## src/rtl/wino_pkg.sv

```systemverilog
// Shared definitions for the input scheduler.
// Holds the scheduler state enum, the error codes reported on err_o and the
// default channel-index width.
package wino_pkg;

  localparam int DEF_CH_W = 4;

  typedef enum logic [2:0] {
    S_IDLE,
    S_PREP,
    S_STREAM,
    S_DRAIN,
    S_NEXT,
    S_DONE
  } sched_state_t;

  localparam logic [1:0] ERR_NONE    = 2'd0;
  localparam logic [1:0] ERR_EMPTY   = 2'd1;
  localparam logic [1:0] ERR_TIMEOUT = 2'd2;

  // Tile pairs expected per channel: ceil(tiles / 2).
  function automatic logic [15:0] half_ceil(input logic [15:0] n);
    return (n >> 1) + 16'(n[0]);
  endfunction

endpackage

```

## src/rtl/sched_pair_counter.sv

```systemverilog
// Saturating tile-pair counter for the input scheduler.
// Counts increments up to limit_i and holds there; term_o flags count == limit.
module sched_pair_counter #(
  parameter int CNT_W = 16
) (
  input  logic             clk,
  input  logic             reset,
  input  logic             clear_i,
  input  logic             inc_i,
  input  logic [CNT_W-1:0] limit_i,
  output logic             term_o
);

  logic [CNT_W-1:0] r_count;
  logic             w_term;

  assign w_term = (r_count == limit_i);
  assign term_o = w_term;

  // Count pairs, clearing on request and holding once the limit is reached.
  always_ff @(posedge clk) begin
    // NOTE: state registers use non-blocking assignments so every flop
    // samples the values from before the edge, independent of block order.
    if (!reset) begin
      r_count <= '0;
    end else if (clear_i) begin
      r_count <= '0;
    end else if (inc_i && !w_term) begin
      r_count <= r_count + CNT_W'(1);
    end
  end

endmodule

```

## src/rtl/input_scheduler.sv

```systemverilog
// Input scheduler: walks every input channel of a layer pass, pulsing the
// data controller once per channel and waiting until all tile pairs of that
// channel have been delivered.
// Optional feature: define SCHED_TIMEOUT_EN to add a DRAIN watchdog that
// aborts a stalled pass with err_o = 2.
module input_scheduler
  import wino_pkg::*;
#(
  parameter int CH_W           = DEF_CH_W,
  parameter int TIMEOUT_CYCLES = 16
) (
  input  logic            clk,
  input  logic            reset,
  input  logic            start_i,
  input  logic            abort_i,
  input  logic [CH_W-1:0] num_channels_i,
  input  logic [7:0]      block_width_i,
  input  logic [7:0]      block_height_i,
  input  logic            size_type_i,
  input  logic            loop_finished_i,
  input  logic            data_valid_i,
  output logic [CH_W-1:0] input_id_o,
  output logic            input_prepare_o,
  output logic [7:0]      block_width_o,
  output logic [7:0]      block_height_o,
  output logic            size_type_o,
  output logic            busy_o,
  output logic            done_o,
  output logic [1:0]      err_o
);

  sched_state_t r_state;
  sched_state_t w_state_nxt;

  logic [CH_W-1:0] r_num_ch;
  logic [CH_W-1:0] r_id;
  logic [7:0]      r_bw;
  logic [7:0]      r_bh;
  logic            r_size;
  logic [15:0]     r_exp;
  logic [1:0]      r_err;

  logic [15:0] w_area;
  logic        w_empty;
  logic        w_last;
  logic        w_pairs_done;
  logic        w_cnt_clear;
  logic        w_cnt_inc;
  logic        w_timeout;

  assign w_area  = 16'(block_width_i) * 16'(block_height_i);
  assign w_empty = (num_channels_i == '0) || (w_area == 16'd0);
  assign w_last  = (r_id == r_num_ch - CH_W'(1));

  assign w_cnt_clear = (r_state == S_IDLE) || (r_state == S_NEXT);
  assign w_cnt_inc   = data_valid_i && ((r_state == S_STREAM) || (r_state == S_DRAIN));

  sched_pair_counter #(
    .CNT_W (16)
  ) u_pairs (
    .clk     (clk),
    .reset   (reset),
    .clear_i (w_cnt_clear),
    .inc_i   (w_cnt_inc),
    .limit_i (r_exp),
    .term_o  (w_pairs_done)
  );

`ifdef SCHED_TIMEOUT_EN
  localparam int WD_W = $clog2(TIMEOUT_CYCLES + 1);

  logic [WD_W-1:0] r_wd;

  // Count consecutive DRAIN cycles without a delivered pair.
  always_ff @(posedge clk) begin
    if (!reset) begin
      r_wd <= '0;
    end else if ((r_state != S_DRAIN) || data_valid_i) begin
      r_wd <= '0;
    end else begin
      r_wd <= r_wd + WD_W'(1);
    end
  end

  assign w_timeout = (r_state == S_DRAIN) && !data_valid_i &&
                     (r_wd == WD_W'(TIMEOUT_CYCLES - 1));
`else
  assign w_timeout = 1'b0;
`endif

  // State register.
  always_ff @(posedge clk) begin
    if (!reset) begin
      r_state <= S_IDLE;
    end else begin
      r_state <= w_state_nxt;
    end
  end

  // Next-state logic; abort wins over everything else.
  always_comb begin
    // NOTE: assigning a default before the case keeps every path driven, so
    // no latch is inferred for states that do not change it.
    w_state_nxt = r_state;
    case (r_state)
      S_IDLE:   if (start_i) w_state_nxt = w_empty ? S_DONE : S_PREP;
      S_PREP:   w_state_nxt = S_STREAM;
      S_STREAM: if (loop_finished_i) w_state_nxt = S_DRAIN;
      S_DRAIN: begin
        if (w_pairs_done) w_state_nxt = S_NEXT;
        else if (w_timeout) w_state_nxt = S_DONE;
      end
      S_NEXT:   w_state_nxt = w_last ? S_DONE : S_PREP;
      S_DONE:   w_state_nxt = S_IDLE;
      default:  w_state_nxt = S_IDLE;
    endcase
    if (abort_i) w_state_nxt = S_IDLE;
  end

  // Pass configuration, channel index and error code.
  always_ff @(posedge clk) begin
    if (!reset) begin
      r_num_ch <= '0;
      r_id     <= '0;
      r_bw     <= '0;
      r_bh     <= '0;
      r_size   <= 1'b0;
      r_exp    <= '0;
      r_err    <= ERR_NONE;
    end else if (!abort_i) begin
      if ((r_state == S_IDLE) && start_i) begin
        r_num_ch <= num_channels_i;
        r_id     <= '0;
        r_bw     <= block_width_i;
        r_bh     <= block_height_i;
        r_size   <= size_type_i;
        r_exp    <= half_ceil(w_area);
        r_err    <= w_empty ? ERR_EMPTY : ERR_NONE;
      end
      if ((r_state == S_NEXT) && !w_last) begin
        r_id <= r_id + CH_W'(1);
      end
      if (w_timeout) begin
        r_err <= ERR_TIMEOUT;
      end
    end
  end

  assign input_id_o      = r_id;
  assign input_prepare_o = (r_state == S_PREP);
  assign block_width_o   = r_bw;
  assign block_height_o  = r_bh;
  assign size_type_o     = r_size;
  assign busy_o          = (r_state != S_IDLE);
  assign done_o          = (r_state == S_DONE);
  assign err_o           = r_err;

endmodule

```

## config.mk

```make
export PLATFORM = sky130hd
export DESIGN_NAME = input_scheduler
export DESIGN_NICKNAME = d
export VERILOG_FILES = /design/src/rtl/wino_pkg.sv /design/src/rtl/sched_pair_counter.sv /design/src/rtl/input_scheduler.sv
export SDC_FILE = /design/constraint.sdc
export NUM_CORES = 1
export LEC_CHECK = 0
export ABC_AREA = 1
export CAP_MARGIN = 20
export CORE_MARGIN = 10
export CORE_UTILIZATION = 40
export CTS_BUF_LIST = sky130_fd_sc_hd__clkbuf_8
export CTS_CLUSTER_SIZE = 30
export DETAILED_ROUTE_END_ITERATION = 8
export SKIP_CTS_REPAIR_TIMING = 1
export SLEW_MARGIN = 0
export SYNTH_ARGS = -nofsm -noshare
export SYNTH_HDL_FRONTEND = slang
export SYNTH_HIERARCHICAL = 1
export SYNTH_SLANG_ARGS = --single-unit
export TNS_END_PERCENT = 10
```

## constraint.sdc

```tcl
create_clock -name clk -period 14.5 [get_ports clk]
set_input_delay 4.35 -clock clk [delete_from_list [all_inputs] [get_ports clk]]
set_output_delay 4.35 -clock clk [all_outputs]
set_load 0.1 [all_outputs]
```

==> results.toml, run 1 <==
[outcome]
status = "completed"

[grt]
grt_use_total_pct = 13.7
grt_max_degree = 41
grt_pass1_vias = 4963
grt_pass1_wl_um = 23100
grt_overflow = 0
grt_antenna_before_repair = 0

[timing]
hold_viol = 0
fin_crit_ps = 8830
rsz0062_at_grt = "false"
tns_ps = 0
tightest_slew_ps = 1010
fmax_mhz = 113
setup_viol = 0
relSlewSlack_pct = 32.3
maxSlewViolCount = 0
clock_skew_ps = 11.0
min_period_over_period_pct = 60.9
fin_ws_ps = 5670

[setup_path]
startpoint = "block_width_i[0]"
r2r_start = "r_state[1]"
worst-path-buf-inv = 6
cpMaxStageDelayCell = "clkdlybuf4s50_1"
crit_path_cell_trace = "clkdlybuf4s50_1 > nand2_1 > fa_1 > fa_1 > inv_1 > fa_1 > inv_1 > fa_1 > inv_1 > ha_1 > nand2_1 > inv_1 > nand3_1 > nand2_1 > nand2_1 > nand2_1 > nand2_1 > nor2_1 > nand3_1 > nand2_1 > nand3_1 > nand2_1 > inv_1"
critPathKind = "in -> reg"
crit_fanout = 9
crit_path_end_kind = "flip-flop"
worstPathArrival_ps = 9090
cp_common_cell = "nand2_1"
cp_top_family = "adder cells"
required_ps = 14760
critical_path.startpoint_type = "primary input"
reg2reg_setup_slack_ps = 11940
critPathMaxStageDelay_ps = 690

[floorplan]
die_w_um = 142
coreArea_um2 = 14500
start_util_pct = 40.9
dieArea_um2 = 20100
ioPinCount = 53
num_rows = 44
die_h_um = 142

[clock_tree]
cts.sinks = 61
root_buffer = "clkbuf_8"
cts_buffers = 9
cts_tree = "done"
cts.htree.levels = 3
cts.path.max_buffers = 2
cts.clk_slew.worst_paths_ps = 70
clk_latency_ps = 360

[detailed_routing]
vias = 5330
drc = 0
vias_per_cell = 4.66
first_pass_iters = 5
wirelength_um = 13400
ant_nets = 0
routedWlPerCell_um = 11.7
drtIter0Drc = 197

[logic_synthesis]
ys_warn_count = 6
ys_seq_area_share_pct = 20.6
ys_seq_elements = 61
netlist_area_um2 = 5940
synth_edf_count = 0
netlist_instances = 925
synth.area.mux_share_pct = 0
synth_xor_area_share_pct = 2.19
synth_top_family_by_area = "simple AND/OR/NAND/NOR gates"
synth_adder_area_share_pct = 21.0
yosys_most_used_dff = "dfxtp_1"
avgSynthCellArea_um2 = 6.42
async_flop_share_pct = 0
synth_cell_types = 38
syn_nets = 1030
synth-compound-area-share_pct = 5.27
synth-simple-area-share_pct = 35.1

[run]
cap_violations = 0

[worst_hold_path]
holdCritStartpoint = "block_height_o[0]"
hold_class = "reg -> reg"

[place]
dpl.hpwl_um = 10600
io_buffer_count = 51
gp_congestion = 0.850
pre_cts_ws_ps = 5270

[layout]
final_common_cell = "nand2_1"
syn2layout_area_growth_pct = 13.1
diodes = 0
drive_gt1_share_pct = 6.04
final_nets = 1060
final_cell_mix = "nand2_1, inv_1, nor2_1"

[power]
p_leak_nw = 3.61
p_per_area_nw_per_um2 = 122
vdd_ir_drop_max_v = 0.0000653
## report_power, final
group | switching (mW) | internal, mW | leakage (nW)
registers | 0.00702 | 0.178 | 0.496
logic | 0.320 | 0.153 | 3.01
clock network | 0.0766 | 0.0837 | 0.102
## worst register-to-register path, stage by stage (launching register included)
cell	delay, ps
dfxtp_1	340
nor2_2	140
inv_1	80
nor2_2	160
inv_2	80
nor3_4	530
nand2_2	310
inv_1	610
nand3_1	160
nand2_1	90
## metrics by stage
step	utilization (%)	cells	area, um^2	hold WS [ps]	total power, mW
2_1_floorplan	-	925	5940	463	0.581
6_report	46.2	1144	6720	471	0.819
3_5_place_dp	44.8	1127	6510	460	0.664
5_1_grt	46.2	1144	6720	493	0.905
4_1_cts	46.2	1143	6710	474	0.832
3_3_place_gp	44.8	1127	6510	461	0.662
## flip-flops by register name (all words and copies together) (netlist names)
name             cells
input_id_o           4
err_o                1
size_type_o          1
r_state              3
r_num_ch             4
block_width_o        8
block_height_o       8
r_exp               16
u_pairs/r_count     16
## kinds of logic after synthesis
kind of cell | count (synthesis)
xor gates and xnor gates | 14
AOI/OAI and AO/OA | 55
buffers and inverters | 237
other | 1
DFF | 61
and+or+nand+nor | 479
adders and majority gates | 78
## cells in the mapped netlist (5+ instances only)
master    count  area share, %
buf_2         5           0.42
xnor2_1       9            1.3
inv_2         6           0.38
nand3_2      11            1.9
o21ai_0      13            1.1
nand4_1      10            1.1
nand3_1      66            5.6
nand2_1     277             18
nor2_2        5           0.53
a21oi_1      29            2.4
dfxtp_1      61             21
nor2_1       84            5.3
fa_1         36             12
nor3_1        5           0.42
nand2_2      10            1.1
clkbuf_1     22            1.4
inv_1       197             12
ha_1         42            8.8
## layer usage
layer / GRT usage, % / share of wire [%]
met5: 0 / 0
met4: 4.25 / 1.3
met3: 3.84 / 5.2
met2: 22.6 / 48
met1: 17.0 / 46
## final timing paths
kind                       endpoint  cells after the start
hold / removal    block_height_o[0]                      2
setup / recovery          r_exp[14]                     23
hold reg to reg   block_height_o[0]                      2
setup reg to reg           r_exp[9]                      9
## final cells by class
| cell class | count | area [um^2] |
|---|---|---|
| fillers | 1531 | 7820 |
| multi-input cells | 627 | 3780 |
| flip-flops and latches | 61 | 1220 |
| inverters | 203 | 762 |
| repair buffers | 53 | 529 |
| well taps | 184 | 230 |
| clock buffers | 10 | 138 |
| clock inverters | 6 | 61.3 |
No activity file was read; power rests on OpenSTA's default activity.
==> run 2, diff against run 1 <==
Clock period 14.5 ns to 7.9 ns, I/O delays scaled along.
==> run 2 against run 1 <==
Global-route usage is 0.29 points lower. First-iteration DRC count is 14% higher. Sequential power is 84% higher. Sequential share of layout area is 0.081 points lower. Critical path depth is 3 higher. Routed wire length is 1.1% lower. Clock skew is 3.0 ps lower. Combinational power is 82% higher. Largest cell class unchanged. Non-clock buffer count stayed put. Via count is 1.3% lower.
==> results.toml, run 2 (synthesized netlist as in run 1, its figures left out) <==
[outcome]
status = "completed"

[clock_tree]
cts.path.max_buffers = 2
cts.clk_slew.worst_paths_ps = 70
root_buffer = "clkbuf_8"
cts_buffers = 9
clk_latency_ps = 360
cts_tree = "done"
cts.sinks = 61
cts.htree.levels = 3

[place]
placed_cell_area_um2 = 6510
gp_congestion = 0.850
dp.cells = 1127
pre_cts_ws_ps = 659
io_buffer_count = 51
dpl.hpwl_um = 10500

[grt]
grt_use_total_pct = 13.4
grt_max_degree = 41
grt_pass1_vias = 4851
grt_overflow = 0
grt_antenna_before_repair = 0
grt_pass1_wl_um = 22500

[timing]
setup_viol = 0
hold_viol = 0
min_period_over_period_pct = 86.6
fin_ws_ps = 1060
maxSlewViolCount = 0
clock_skew_ps = 8.02
rsz0062_at_grt = "false"
tightest_slew_ps = 1030
tns_ps = 0
fin_crit_ps = 6840
relSlewSlack_pct = 31.2
timing.hold.ws_ps = 473
fmax_mhz = 146

[layout]
seq_area_um2 = 1220
diodes = 0
final_nets = 1060
drive_gt1_share_pct = 6.04
final_common_cell = "nand2_1"
syn2layout_area_growth_pct = 13.7
final_util_pct = 46.4
top_regs = "r_exp x16, u_pairs/r_count x16"
design_area_um2 = 6750
final_cell_mix = "nand2_1, inv_1, nor2_1"
fin_cells = 1144
fillers = 1550
multiInputGateArea_um2 = 3780

[floorplan]
coreArea_um2 = 14500
ioPinCount = 53
dieArea_um2 = 20100
die_w_um = 142
start_util_pct = 40.9
die_h_um = 142
num_rows = 44

[detailed_routing]
drtIter0Drc = 225
drc = 0
wirelength_um = 13300
first_pass_iters = 4
highest_layer = "met4"
route.met3.wl_um = 690
drt-met1-wl_um = 6100
routedWlPerCell_um = 11.6
vias = 5263
vias_per_cell = 4.60
ant_nets = 0
wl_met2_um = 6250

[power]
vdd_ir_drop_max_v = 0.000108
p_per_area_nw_per_um2 = 228
p_leak_nw = 3.62
total_power_mw = 1.54

[setup_path]
critical_path.startpoint_type = "primary input"
crit_path_end_kind = "flip-flop"
required_ps = 8160
worstPathArrival_ps = 7100
ff2ff_path_depth = 9
critPathKind = "in -> reg"
crit_fanout = 9

[worst_hold_path]
hold_class = "reg -> reg"
hold_depth = 2

[run]
cap_violations = 0
run 2: critical path, cell delays in order:
cell and delay, ps:
clkdlybuf4s50_1 690, nand2_1 130, fa_1 520, fa_1 540
inv_1 50, fa_1 520, inv_1 50, fa_1 520
inv_1 40, ha_1 340, nand2_1 140, inv_1 70
nand2_1 70, nand2_1 50, nand2_1 80, nand3_1 70
nand2_1 60, nand2_1 90, inv_1 140, nand2_1 70
nor2_1 130, nand3_1 90, nand2_1 60, nand3_1 70
nand2_1 90, inv_1 30
run 2: layout make-up:
class                      instances  share of cell area, %
multi-input combinational        627                   56.0
sequential                        61                   18.1
inverter                         203                   11.3
timing repair buffer              53                   7.79
tap                              184                   3.41
clock buffer                      11                   2.24
clock inverter                     5                   1.21
run 2: per-layer routing:
metal  up-vias  global-route usage (%)
met4         0                    4.41
met3        13                    4.31
met5         -                       0
li1       2832                       -
met1      2349                    16.5
met2        69                    21.8
run 2: report_power, final:
part           leakage [nW]  switching, mW  internal (mW)
registers             0.496         0.0127          0.327
clock network         0.116          0.140          0.195
logic                  3.01          0.584          0.280
total                  3.62          0.737          0.803
run 2: final timing paths:
path | start | end | slack, ps
worst max-delay path | block_width_i[0] | r_exp[14] | 1060
worst min-delay path | block_height_o[1] | block_height_o[1] | 470
worst max register to register | r_state[1] | block_width_o[3] | 5340
worst min register to register | block_height_o[1] | block_height_o[1] | 470
